File: src/rtl/top.sv
// Four-lane slide-switch debouncer: each switch bit is synchronized, then only
// accepted once it has disagreed with the debounced state for DEBOUNCE_CYCLES edges.

module top_lane #(
    parameter int DEBOUNCE_CYCLES = 4,
    parameter int CW              = 2
) (
    input  logic i_clk,
    input  logic i_rst,
    input  logic i_sw,
    output logic o_led
);
    localparam logic [CW-1:0] CNT_MAX = CW'(DEBOUNCE_CYCLES - 1);

    logic          r_s1;
    logic          r_s2;
    logic          r_stable;
    logic [CW-1:0] r_cnt;

    always_ff @(posedge i_clk or posedge i_rst) begin
        if (i_rst) begin
            r_s1     <= 1'b0;
            r_s2     <= 1'b0;
            r_stable <= 1'b0;
            r_cnt    <= '0;
        end else begin
            r_s1 <= i_sw;
            r_s2 <= r_s1;
            // Any agreement restarts the run, so short glitches never accumulate.
            if (r_s2 == r_stable) begin
                r_cnt <= '0;
            end else if (r_cnt == CNT_MAX) begin
                r_stable <= r_s2;
                r_cnt    <= '0;
            end else begin
                r_cnt <= r_cnt + CW'(1);
            end
        end
    end

    assign o_led = r_stable;
endmodule

module top #(
    parameter int DEBOUNCE_CYCLES = 4
) (
    input  logic       clk,
    input  logic       rst,
    input  logic [3:0] sw,
    output logic [3:0] led
);
    localparam int NUM_LANES = 4;
    // Counter must hold DEBOUNCE_CYCLES-1; keep at least one bit for the degenerate case.
    localparam int CW = (DEBOUNCE_CYCLES > 1) ? $clog2(DEBOUNCE_CYCLES) : 1;

    for (genvar gi = 0; gi < NUM_LANES; gi++) begin : g_lane
        top_lane #(
            .DEBOUNCE_CYCLES(DEBOUNCE_CYCLES),
            .CW             (CW)
        ) u_lane (
            .i_clk(clk),
            .i_rst(rst),
            .i_sw (sw[gi]),
            .o_led(led[gi])
        );
    end
endmodule

File: config.mk
export PLATFORM = sky130hd
export DESIGN_NAME = top
export DESIGN_NICKNAME = d
export VERILOG_FILES = /design/src/rtl/top.sv
export SDC_FILE = /design/constraint.sdc
export NUM_CORES = 1
export LEC_CHECK = 0
export CAP_MARGIN = 20
export CORE_MARGIN = 3
export CORE_UTILIZATION = 35
export CTS_CLUSTER_SIZE = 20
export DETAILED_ROUTE_END_ITERATION = 7
export PLACE_DENSITY_LB_ADDON = 0.15
export SYNTH_ARGS = -nofsm -noshare
export SYNTH_HDL_FRONTEND = slang
export SYNTH_SLANG_ARGS = --single-unit
export TNS_END_PERCENT = 50
File: constraint.sdc
create_clock -name clk -period 1.2 [get_ports clk]
set_input_delay 0.18 -clock clk [delete_from_list [all_inputs] [get_ports clk]]
set_output_delay 0.18 -clock clk [all_outputs]
set_load 0.02 [all_outputs]
== After elaboration in Yosys (flattened, before gate mapping) ==
Index checks and enable logic that the tools add are counted.

* Word-level logic and storage cells: 44
* Input port bits: 6
* Register bits: 20
* Output and inout bits: 4

* Equal/unequal tests: 8
* Reduce and logical (&&, ||, !) cells: 4
* Bitwise logic cells: 4
* $add $sub $neg: 4
* Muxes and demuxes: 8

{| class="wikitable"
|+ Operators by type and width
! cell !! count
|-
| $mux W2 || 8
|-
| $add A2 B1 Y2 const B || 4
|-
| $eq A2 B2 Y1 const B || 4
|-
| $reduce_and A2 Y1 || 4
|-
| $eq A1 B1 Y1 || 4
|-
| $not A1 Y1 || 4
|}

== Logic depth before layout (Yosys ltp) ==
Gate-level depths: netlist (run 1).

* Depth after elaboration: 3
* Gate-level depth with buffers: 2
* Gate-level depth less buffers: 2

== Cells and area by module ==
From an unflattened synthesis (run 1), not the netlist that was laid out.

* Cell total of the unflattened synthesis: 44
* Area, all modules: 710.7 sq um

{| class="wikitable"
|+ By module, submodules not included
! module !! cells each !! area each (sq um) !! instances !! sequential area each (sq um)
|-
| top_lane || 11 || 177.7 || 4 || 125.1
|}

== Worst setup path after synthesis (run 1) ==
OpenSTA, ideal clock, no wires.

* Kind: register to register
* Start point: register g_lane[0].u_lane.r_cnt[0]
* End point: register g_lane[0].u_lane.r_stable
* Clock period less this slack: 1.013 ns
* Setup time: 0.128 ns
* Stages on the path, launching flop included: 3
* Arrival time: 0.885 ns
* Data required time: 1.072 ns
* Setup slack: 0.187 ns
* Buffers on the path: 0
* Path through: dfrtp_1 > ha_1 > mux2_1

* Cells in the longest elaborated chain, start to end: 2

{| class="wikitable"
|+ Ends and longest elaborated chain
! item !! RTL line !! source
|-
| start, declared || 18 || <nowiki>logic [CW-1:0] r_cnt;</nowiki>
|-
| start signal, assigned || 36 || <nowiki>r_cnt <= r_cnt + CW'(1);</nowiki>
|-
| $eq A2 B2 Y1 || 32 || <nowiki>end else if (r_cnt == CNT_MAX) begin</nowiki>
|-
| $reduce_and A2 Y1 (no source line) || - ||
|-
| end signal, assigned || 33 || <nowiki>r_stable <= r_s2;</nowiki>
|-
| end, declared || 17 || <nowiki>logic r_stable;</nowiki>
|}

Every way passes these cells.
A chain may end at the register's enable or synchronous reset.

== Worst setup path after layout (run 1) ==
* Start point: register g_lane[2].u_lane.r_stable
* End point: output led[2]

{| class="wikitable"
|+ RTL lines
! item !! RTL line !! source
|-
| start, declared || 17 ||
|-
| start signal, assigned || 33 ||
|-
| end, declared || 50 || <nowiki>output logic [3:0] led</nowiki>
|}

No word-level cell between the ends.

==> out/metrics.yaml, run 1 <==
core_um2: 1860
nets: 66
powerDensity_nw_per_um2: 2230
dieArea_um2: 2680
worstMarginPinSlew_ns: 0.261
setup_viol_count_final: 0
yosysWarnings: 0
fin_crit_ns: 1.15
hold_path.class: "input port to asynchronous set/reset pin"
crit_slowest_cell: "dfrtp_1"
crit_path_end_kind: "output port"
crit_type: "register to output port"
place.gp.congestion: 0.699
hold_buffers: 0
avgSynthCellArea_um2: 16.3
vias_per_cell: 4.40
run_status: "finished, final reports clean"
syn-num-nets: 55
critical_path.top_delay_family: "flip-flops"
htree_levels: 1
path_cells: "clkdlybuf4s15_2"
n_fill_cell: 162
cts.sinks: 20
dr.pass1.iters: 1
post-route-period-util_pct: 95.7
skew_ns: 0.00569
syn_inst: 45
cp_slowest_stage_delay_ns: 0.42
grt.total_usage_pct: 8.36
synth_top_cell_area_share_pct: 68.1
vdd_ir_drop_max_uv: 987
path_buf_inv: 1
clk_path_buf_depth: 2
start_kind: "register"
ant_nets: 0
drt_wl_total_um: 895
drt-wirelength-per-cell_um: 11.2
drt_iter0_markers: 0
yosys-top-cells-area: "dfrtp_1, ha_1, mux2_1"
die_h_um: 51.8
synth.distinct_cells: 11
tritoncts: "built"
cts.clk_slew.worst_paths_ns: 0.11
antenna_found_initial: 0
synth-seq-area-share_pct: 68.1
grt_pass1_wl_mm: 1.64
hold_violations: 0
cts-root-buf: "clkbuf_4"
clk_latency_ns: 0.29
placed_area_um2: 833
start_util_pct: 39.5
drv_slew: 0
portBuffers: 9
area_delta_synth_final_pct: 16.5
grt_max_degree: 21
timing.fmax_mhz: 871
die_x_um: 51.8
grt_overflow_total: 0
slew_headroom_pct: 82.5
ys_seq_elements: 20
r2r_slack_ns: 0.12
drive_gt1_share_pct: 23.6
rows: 15
final_area_um2: 856
synthDominantAreaCellType: "dfrtp_1"
grt_pass1_vias: 421
postCtsSetupRepairBufs: 0
vias: 352
drv_cap: 0
cts_inserted_buffers: 3
syn-cell-area_um2: 734
drc_errors: 0
critPathMaxFanout: 3
critPathArrivalTime_ns: 0.97
grt_setup_unrepaired: "false"
dp_hpwl_um: 707
cellLeakagePower_nw: 0.406
required_ns: 1.02
io_pins: 10
finalSetupTns_ns: 0
n_antenna_cell: 0
## where the power goes
part	internal [mW]	switching (mW)
sequential	0.865	0.121
clock	0.185	0.187
combinational	0.282	0.271
## synth_stat cells, drive strengths merged
master	number
nor3	2
nor2b	2
nor3b	2
inv	1
ha	4
xor2	2
dfrtp	20
xnor2	2
and2	2
buf	4
mux2	4
## flip-flops by register name, summed over array words and instances, names as in the netlist
register / count
g_lane.u_lane.o_led: 4
g_lane.u_lane.r_cnt: 8
g_lane.u_lane.r_s1: 4
g_lane.u_lane.r_s2: 4
## what timing repair did
item                                    CTS  global route
resized for setup                         9             3
hold endpoints to repair                  0             0
endpoints found under the setup margin    4             3
## path summary, 6_finish.rpt
kind                       cells after the start                      start                        end
max                                            1     g_lane[2].u_lane.o_led                     led[2]
min                                            3                        rst  g_lane[2].u_lane.r_cnt[0]
max reg2reg                                    2  g_lane[3].u_lane.r_cnt[0]     g_lane[3].u_lane.o_led
min reg2reg                                    0      g_lane[1].u_lane.r_s1      g_lane[1].u_lane.r_s2
max in group asynchronous                      3                        rst      g_lane[3].u_lane.r_s1
min in group clk                               1                      sw[0]      g_lane[0].u_lane.r_s1
## stage by stage
stage | utilization (%) | worst slack, ns | power, mW | std cells | hold WS (ns)
after detailed placement | 44.8 | 0.0373 | 1.63 | 76 | 0.336
final | 46.1 | 0.0520 | 1.91 | 80 | 0.194
after CTS | 46.9 | 0.00469 | 1.98 | 80 | 0.198
after floorplan | - | 0.187 | 1.47 | 45 | 0.144
after global routing | 46.1 | 0.00274 | 2.05 | 80 | 0.238
after global placement | 44.8 | 0.0531 | 1.56 | 76 | 0.336
## kinds of logic after synthesis
family	count (synthesis)	share of synthesized area [%]
DFF	20	68.1
and+or+nand+nor	8	9.54
buffers and inverters	5	4.60
xor gates and xnor gates	4	4.77
muxes	4	6.13
adders and majority gates	4	6.81
## placed cells by master (no fill, tap or decap)
cell type | netlist | final
xnor2_1 | 2 | 2
xor2_1 | 2 | 2
nor3b_2 | 2 | 2
clkdlybuf4s50_1 | 0 | 5
and2_1 | 2 | 2
clkdlybuf4s15_2 | 0 | 1
clkbuf_8 | 0 | 1
buf_4 | 4 | 1
ha_1 | 4 | 4
dfrtp_1 | 20 | 20
inv_1 | 1 | 1
nor3_2 | 2 | 2
nor2b_1 | 2 | 2
clkbuf_2 | 0 | 3
clkbuf_4 | 0 | 3
mux2_1 | 4 | 4
## layer usage
metal / wire length, um / share of wire [%] / global-route usage (%)
met3: 45 / 5.0 / 2.58
met4: 9 / 1.0 / 3.93
met5: 0 / 0 / 0
met2: 497 / 56 / 16.9
met1: 343 / 38 / 7.12
## final cells by class
type,count,area [um2],area share [%]
Tap cell,25,31.3,3.65
Clock buffer,4,36.3,4.24
Multi-Input combinational cell,20,200,23.4
Timing Repair Buffer,10,83.8,9.80
Sequential cell,20,500,58.5
Inverter,1,3.75,0.439
No activity file was read; power rests on OpenSTA's default activity.
==> inputs of run 2 (changes only) <==
--- a/config.mk
+++ b/config.mk
@@ -14,4 +14,4 @@
 export SYNTH_ARGS = -nofsm -noshare
 export SYNTH_HDL_FRONTEND = slang
 export SYNTH_SLANG_ARGS = --single-unit
-export TNS_END_PERCENT = 50
+export TNS_END_PERCENT = 5
==> results of run 2 <==
The final DEF is identical to that of run 1; final timing and power are the same.
